## src/rtl/stepdown_pkg.sv

```systemverilog
// Shared types and default constants for the step-down soft-start controller.
// The timer width helper keeps one counter wide enough for every reload value.
package stepdown_pkg;

    typedef enum logic [2:0] {
        ST_OFF       = 3'd0,
        ST_PRECHARGE = 3'd1,
        ST_RAMP      = 3'd2,
        ST_DONE      = 3'd3,
        ST_HICCUP    = 3'd4
    } ss_state_e;

    localparam int DEF_CODE_W     = 6;
    localparam int DEF_FINAL_CODE = 63;
    localparam int DEF_PRESCALE   = 16;
    localparam int DEF_PRE_CYC    = 32;
    localparam int DEF_HICCUP_CYC = 1024;

    function automatic int timer_width(input int a, input int b, input int c);
        int m;
        m = a;
        if (b > m) m = b;
        if (c > m) m = c;
        return (m < 2) ? 1 : $clog2(m + 1);
    endfunction

endpackage

```

## src/rtl/stepdown_softstart_ctrl_ss_timer.sv

```systemverilog
// Loadable down-counter; tc_o is high while the count sits at zero.
// Loading N-1 therefore yields a terminal count N clocks after the load.
module ss_timer #(
    parameter int W = 8
) (
    input  logic         clk,
    input  logic         rst,
    input  logic         load_i,
    input  logic [W-1:0] load_val_i,
    output logic         tc_o
);

    logic [W-1:0] cnt_q, cnt_d;

    always_comb begin
        cnt_d = cnt_q;
        if (load_i) begin
            cnt_d = load_val_i;
        end else if (cnt_q != '0) begin
            cnt_d = cnt_q - W'(1);
        end
    end

    always_ff @(posedge clk or posedge rst) begin
        if (rst) begin
            cnt_q <= '0;
        end else begin
            cnt_q <= cnt_d;
        end
    end

    assign tc_o = (cnt_q == '0);

endmodule

```

## src/rtl/stepdown_softstart_ctrl.sv

```systemverilog
// Soft-start sequencer for a step-down converter: precharge wait, stepped DAC ramp,
// hold at final code, and hiccup off-time after an overcurrent event.
module stepdown_softstart_ctrl
    import stepdown_pkg::*;
#(
    parameter int CODE_W     = DEF_CODE_W,
    parameter int FINAL_CODE = DEF_FINAL_CODE,
    parameter int PRESCALE   = DEF_PRESCALE,
    parameter int PRE_CYC    = DEF_PRE_CYC,
    parameter int HICCUP_CYC = DEF_HICCUP_CYC
) (
    input  logic              clk,
    input  logic              rst,
    input  logic              CELV,
    input  logic              CELG,
    input  logic              SUB,
    input  logic              en,
    input  logic              uvlo_ok,
    input  logic              oc_fault,
    output logic [CODE_W-1:0] ref_code,
    output logic              drv_en,
    output logic              ss_active,
    output logic              ss_done,
    output logic              fault_flag
);

    localparam int CNT_W = timer_width(PRE_CYC, PRESCALE, HICCUP_CYC);

    ss_state_e         state_q, state_d;
    logic [CODE_W-1:0] code_q, code_d;
    logic              tmr_load;
    logic [CNT_W-1:0]  tmr_val;
    logic              tmr_tc;

    logic [CODE_W-1:0] ref_code_q, ref_code_d;
    logic              drv_en_q, drv_en_d;
    logic              ss_active_q, ss_active_d;
    logic              ss_done_q, ss_done_d;
    logic              fault_flag_q, fault_flag_d;

    // Supply and substrate pins carry no logic.
    logic unused_pins;
    assign unused_pins = ^{CELV, CELG, SUB};

    ss_timer #(
        .W(CNT_W)
    ) u_timer (
        .clk       (clk),
        .rst       (rst),
        .load_i    (tmr_load),
        .load_val_i(tmr_val),
        .tc_o      (tmr_tc)
    );

    always_comb begin
        state_d = state_q;
        code_d  = code_q;

        if (!(en && uvlo_ok)) begin
            state_d = ST_OFF;
        end else begin
            unique case (state_q)
                ST_OFF:       state_d = ST_PRECHARGE;
                ST_PRECHARGE: if (tmr_tc) state_d = ST_RAMP;
                ST_RAMP: begin
                    if (oc_fault) begin
                        state_d = ST_HICCUP;
                    end else if (tmr_tc) begin
                        if (code_q == CODE_W'(FINAL_CODE - 1)) begin
                            state_d = ST_DONE;
                        end else begin
                            code_d = code_q + CODE_W'(1);
                        end
                    end
                end
                ST_DONE:      if (oc_fault) state_d = ST_HICCUP;
                ST_HICCUP:    if (tmr_tc) state_d = ST_PRECHARGE;
                default:      state_d = ST_OFF;
            endcase
        end

        // Any state entry restarts the code; DONE is the only state that holds a nonzero code.
        if (state_d != state_q) begin
            code_d = (state_d == ST_DONE) ? CODE_W'(FINAL_CODE) : '0;
        end

        tmr_load = (state_d != state_q) || ((state_q == ST_RAMP) && tmr_tc);
        unique case (state_d)
            ST_PRECHARGE: tmr_val = CNT_W'(PRE_CYC - 1);
            ST_RAMP:      tmr_val = CNT_W'(PRESCALE - 1);
            ST_HICCUP:    tmr_val = CNT_W'(HICCUP_CYC - 1);
            default:      tmr_val = '0;
        endcase
    end

    // Outputs are decoded from the next state so they register on the same edge as the state.
    always_comb begin
        ref_code_d   = '0;
        drv_en_d     = 1'b0;
        ss_active_d  = 1'b0;
        ss_done_d    = 1'b0;
        fault_flag_d = 1'b0;
        unique case (state_d)
            ST_PRECHARGE: ss_active_d = 1'b1;
            ST_RAMP: begin
                ss_active_d = 1'b1;
                drv_en_d    = 1'b1;
                ref_code_d  = code_d;
            end
            ST_DONE: begin
                ss_done_d  = 1'b1;
                drv_en_d   = 1'b1;
                ref_code_d = code_d;
            end
            ST_HICCUP:    fault_flag_d = 1'b1;
            default:      ;
        endcase
    end

    always_ff @(posedge clk or posedge rst) begin
        if (rst) begin
            state_q      <= ST_OFF;
            code_q       <= '0;
            ref_code_q   <= '0;
            drv_en_q     <= 1'b0;
            ss_active_q  <= 1'b0;
            ss_done_q    <= 1'b0;
            fault_flag_q <= 1'b0;
        end else begin
            state_q      <= state_d;
            code_q       <= code_d;
            ref_code_q   <= ref_code_d;
            drv_en_q     <= drv_en_d;
            ss_active_q  <= ss_active_d;
            ss_done_q    <= ss_done_d;
            fault_flag_q <= fault_flag_d;
        end
    end

    assign ref_code   = ref_code_q;
    assign drv_en     = drv_en_q;
    assign ss_active  = ss_active_q;
    assign ss_done    = ss_done_q;
    assign fault_flag = fault_flag_q;

endmodule

```

## config.mk

```make
export PLATFORM = sky130hd
export DESIGN_NAME = stepdown_softstart_ctrl
export DESIGN_NICKNAME = d
export VERILOG_FILES = /design/src/rtl/stepdown_pkg.sv /design/src/rtl/stepdown_softstart_ctrl_ss_timer.sv /design/src/rtl/stepdown_softstart_ctrl.sv
export SDC_FILE = /design/constraint.sdc
export NUM_CORES = 1
export LEC_CHECK = 0
export CAP_MARGIN = 10
export CELL_PAD_IN_SITES_DETAIL_PLACEMENT = 0
export CELL_PAD_IN_SITES_GLOBAL_PLACEMENT = 2
export CORE_MARGIN = 8
export CORE_UTILIZATION = 38
export DETAILED_ROUTE_END_ITERATION = 6
export PLACE_DENSITY_LB_ADDON = 0.1
export SYNTH_ARGS = -nofsm -noshare
export SYNTH_HDL_FRONTEND = slang
export SYNTH_SLANG_ARGS = --single-unit
```

## constraint.sdc

```tcl
create_clock -name clk -period 2.97 [get_ports clk]
set_input_delay 0.297 -clock clk [delete_from_list [all_inputs] [get_ports clk]]
set_output_delay 0.297 -clock clk [all_outputs]
set_load 0.01 [all_outputs]
```

; ---- Yosys cells after proc, flatten, opt, wreduce, memory -nomap -nowiden
; Cells that the tools add are included.
[word_totals]
regBits = 30
inputBits = 8
out_inout_bits = 10
elab_cells = 52
[classes]
add_sub_neg = 2
n_eq_ne = 10
n_mux = 23
reduce_logical = 9
[op_table]
columns = operator, n
row1 = two-way mux 6 bit, 8
row2 = one-hot mux 10 bit (3 select lines), 1
row3 = two-way mux 11 bit, 2
row4 = two-way mux 3 bit, 7
row5 = one-hot mux 3 bit (5 select lines), 1
row6 = equality test 3 x 2 -> 1 bit (second input constant), 4
row7 = zero test 11 bit, 1
row8 = nonzero test 11 bit, 1
row9 = subtractor 11 x 1 -> 11 bit (second input constant), 1
row10 = adder 6 x 1 -> 6 bit (second input constant), 1
row11 = equality test 3 x 1 -> 1 bit (second input constant), 2
row12 = equality test 3 bit (second input constant), 2
row13 = equality test 6 bit (second input constant), 1
row14 = two-way mux 1 bit, 4
row15 = OR reduction 2 bit, 2
row16 = zero test 3 bit, 1
row17 = != test 3 bit, 1
row18 = logical AND 1 bit, 2
row19 = nonzero test 2 bit, 1
row20 = logical OR 1 bit, 1

; ---- Logic depth before layout (Yosys ltp)
[depth]
word_depth = 10
ltp_mapped = 7
mapped_depth_nobuf = 7

; ---- By module
; A second synthesis with hierarchy kept.
[hier_totals]
hier_cells = 162
hier_area_um2 = 1610.3
[by_module_without_submodules]
columns = mod, n_inst, cells_per_inst, area_each_um2, seq_area_each_um2
row1 = stepdown_softstart_ctrl, 1, 99, 985.9, 475.5
row2 = ss_timer, 1, 63, 624.3, 275.3

; ---- Worst setup path before layout
; OpenSTA, ideal clock, no wires.
[synth_timing]
path_type = register to register
startpoint = register u_timer.cnt_q[0]
endpoint = register code_q[0]
setup_time_ns = 0.131
t_arrival_ns = 1.783
required_ns = 2.839
slack_ns = 1.056
stages_incl_launch_ff = 8
n_path_buf = 0
period_less_slack_ns = 1.914
path_cell_list = dfrtp_1 -> inv_1 -> ha_1 -> nor3b_1 -> nand4_1 -> o22ai_4 -> nor3_2 -> or3_1
[synth_between]
elab_chain_len = 8
word_cells_on_any_way = 15
classes_between = eq/ne (2) / mux (12) / reduce/logical (1)
[synth_lines]
columns = item, line
row1 = from (decl), stepdown_softstart_ctrl_ss_timer.sv:13  ; logic [W-1:0] cnt_q, cnt_d;
row2 = from (signal assigned), stepdown_softstart_ctrl_ss_timer.sv:28  ; cnt_q <= cnt_d;
row3 = zero test 11 bit (*), stepdown_softstart_ctrl_ss_timer.sv:32  ; assign tc_o = (cnt_q == '0);
row4 = two-way mux 3 bit, stepdown_softstart_ctrl.sv:68  ; end else if (tmr_tc) begin
row5 = two-way mux 3 bit, stepdown_softstart_ctrl.sv:66  ; if (oc_fault) begin
row6 = one-hot mux 3 bit (5 select lines), stepdown_softstart_ctrl.sv:62  ; unique case (state_q)
row7 = two-way mux 3 bit, stepdown_softstart_ctrl.sv:59  ; if (!(en && uvlo_ok)) begin
row8 = equality test 3 x 2 -> 1 bit, stepdown_softstart_ctrl.sv:84  ; code_d = (state_d == ST_DONE) ? CODE_W'(FINAL_CODE) : '0;
row9 = two-way mux 6 bit, stepdown_softstart_ctrl.sv:84
row10 = two-way mux 6 bit (*), stepdown_softstart_ctrl.sv:83  ; if (state_d != state_q) begin
row11 = named net code_d[0], stepdown_softstart_ctrl.sv:30  ; logic [CODE_W-1:0] code_q, code_d;
row12 = to (signal assigned), stepdown_softstart_ctrl.sv:131  ; code_q <= code_d;
row13 = to (decl), stepdown_softstart_ctrl.sv:30
; The timed path passes the listed nets; every way through them passes the cells marked *.
; A chain may end at the register's enable or synchronous reset.

; ---- Final worst setup path
; Ends and elaborated chain as after synthesis.

==> results.md <==
* Layout Cells excl Fill at 237
* Initial DRC count at 47
* Layout fillers at 432
* H-tree depth at 2
* Skew final at 7.13 ps
* GRT Residual Overflow at 0
* Dpl cells at 229
* Reg clk slew, reported paths at 70 ps
* Max-Cap Viols at 0
* Vias in the first global route at 1314
* Antenna Violating Nets Remaining at 0
* CP Launch Type: flop
* Post-synth top area share at 45.1%
* Worst slew margin at 64.1%
* Syn-to-layout area delta at 17.5%
* Required time worst endpoint at 3140 ps
* DRT Wirelength at 3.72 mm
* Number of remaining DRC errors at 0
* Setup Viol. Count Final at 0
* Leak pwr at 0.828 nW
* Worst EP arrival at 2370 ps
* Depth of the worst register-to-register path at 7
* Via density at 5.31
* Cell area after synthesis at 0.00166 mm²
* Pwr/cell area at 687 mW/mm²
* Slew Viols, Final at 0
* Syn Inst Count at 165
* Unrepaired setup endpoints after global routing: false
* Ant. Diodes at 0
* Critical path depth at 7
* Post-synth top area cell: dfrtp_1
* FF+latch count, synth at 30
* Hold slack at 351 ps
* Syn. warnings at 0
* Post-layout util at 45.5%
* PortBufs at 14
* Die area at 0.00675 mm²
* I/O pin cnt at 18
* Die Wd at 82.2 µm
* Crit-path cells: inv_1 -> ha_1 -> nor3b_1 -> nand4_1 -> o22ai_4 -> nor3_2 -> or3_1
* Slowest stage cell, crit path: dfrtp_1
* Worst min path class: input port to asynchronous set/reset pin
* HPWL Detailed at 2.79 mm
* Post-layout minimum cycle time at 2210 ps
* Element type at the critical path end: flop
* Initial antenna violation count at 0
* Maximum vdd drop at 240 µV
* Commonest cells after routing, fill and taps aside: dfrtp_1, nor2_1, nand2_1, clkdlybuf4s50_1, o21ai_0
* CTS tree: done
* Core box area at 0.00429 mm²
* Top cells by area, synth: dfrtp_1, xnor2_1, nor2_1, nand2_1, o21ai_0
* Worst setup path category: flop to flop
* Clock buffer count from CTS at 5
* Fmax at 453 MHz
* Avg Cell Area, Syn at 10.1 µm²
* WL per Instance at 15.7 µm
* CP top delay family: simple AND/OR/NAND/NOR gates
* Drt pass-1 iters at 4
* Crit path max fanout at 10
* Final Net Count at 195
* EDFF count, synth at 0
* Clock Path Buffers at 2
* GRT Total Usage at 12.2%
* GP Congestion at 0.855
* Status: complete, no violations
* Fraction of layout cells with a size suffix above 1 at 14.6%
* Main synth FF type: dfrtp_1
* Postcts setup bufs at 0
* Hold Buf Count CTS at 0
* Worst path max stage delay at 370 ps
* Die Height at 82.2 µm
* Post-cts gate resize count at 0
* CTS root buf: clkbuf_8
* Fin. Hold Viols at 0
* Sink Count at 30
* Initial core utilization at 38.7%
* Skew-Pair Late Insertion Delay at 280 ps
* Power Total at 1.34 mW
* Seq/Total Area, Yosys at 45.1%
* Syn nets at 176
* Most common cell after layout, fill and taps aside: dfrtp_1
* Synth cell types at 54
* First-pass GRT wire length at 6.29 mm
* Worst-margin pin slew at 538 ps
* Fin crit share at 74.2%
* Async set-reset flop share out of synthesis at 100%
* Row count at 24
* Setup TNS at 0 ps
* CP Buf/Inv Count at 1
* Via count at 1258
* Largest net degree at the start of global routing at 18
==> state kept, by name, summed over array words and instances (netlist names) <==
signal and count:
ref_code 6, code_q 6, fault_flag 1, drv_en 1
u_timer.cnt_q 11, ss_done 1, state_q 3, ss_active 1
==> area by class of cell <==
class | instances | area [µm²] | area share (%)
clock buffers | 5 | 68.8 | 3.52
clock inverters | 3 | 40.0 | 2.05
inverters | 8 | 30.0 | 1.54
multi-input cells | 124 | 852 | 43.6
flip-flops and latches | 30 | 751 | 38.4
well taps | 52 | 65.1 | 3.33
repair buffers | 15 | 148 | 7.55
==> Yosys cell counts (3+ instances only) <==
cell	number
ha_1	3
nor3_1	6
or3_1	4
dfrtp_1	30
o21ai_0	9
nand4_1	3
o31ai_1	3
nand2_1	14
mux2i_1	3
a21oi_1	5
nand3_1	4
nor2_1	15
inv_1	8
xnor2_1	8
nand2b_1	3
==> through the flow <==
step	worst slack [ps]	area (µm²)
detailed placement	719	1850
floorplan	1060	1660
CTS	753	1950
finish	765	1950
global route	576	1950
global placement	751	1850
==> power breakdown <==
group,switching [mW],leakage (nW),total [mW],internal [mW]
clock,0.160,0.0579,0.406,0.247
combinational,0.235,0.363,0.418,0.183
sequential,0.0594,0.407,0.519,0.459
==> routing by layer <==
layer	wire length [µm]	track usage (%)
met1	1780	14.9
met2	1770	19.9
met3	115	3.90
met4	51	4.21
met5	0	0
==> kinds of logic after synthesis <==
family	synth area share [%]
muxes	1.81
adders and majority gates	2.26
buffers and inverters	3.61
and+or+nand+nor	27.2
DFF	45.1
AOI/OAI and AO/OA	15.7
xor gates and xnor gates	4.21
==> worst register-to-register path, delay by kind of cell, from the launching register on <==
family,cells,cell delay (ps)
buffers and inverters,1,90
adder cells (fa/ha/maj),1,210
flip-flops,1,370
AND/OR/NAND/NOR,4,1060
AO/OA/AOI/OAI,1,350
==> path summary, 6_finish.rpt <==
check,slack (ps),to,startpoint
worst max-delay path,760,code_q[0]$_DFF_PP0_,u_timer.cnt_q[0]$_DFFE_PP0P_
worst min-delay path,350,drv_en$_DFF_PP0_,rst
worst max register to register,760,code_q[0]$_DFF_PP0_,u_timer.cnt_q[0]$_DFFE_PP0P_
worst min register to register,570,u_timer.cnt_q[1]$_DFFE_PP0P_,u_timer.cnt_q[1]$_DFFE_PP0P_
max in group asynchronous,1980,state_q[0]$_DFF_PP0_,rst
min in group clk,570,u_timer.cnt_q[1]$_DFFE_PP0P_,u_timer.cnt_q[1]$_DFFE_PP0P_
No activity file was read; power rests on OpenSTA's default activity.
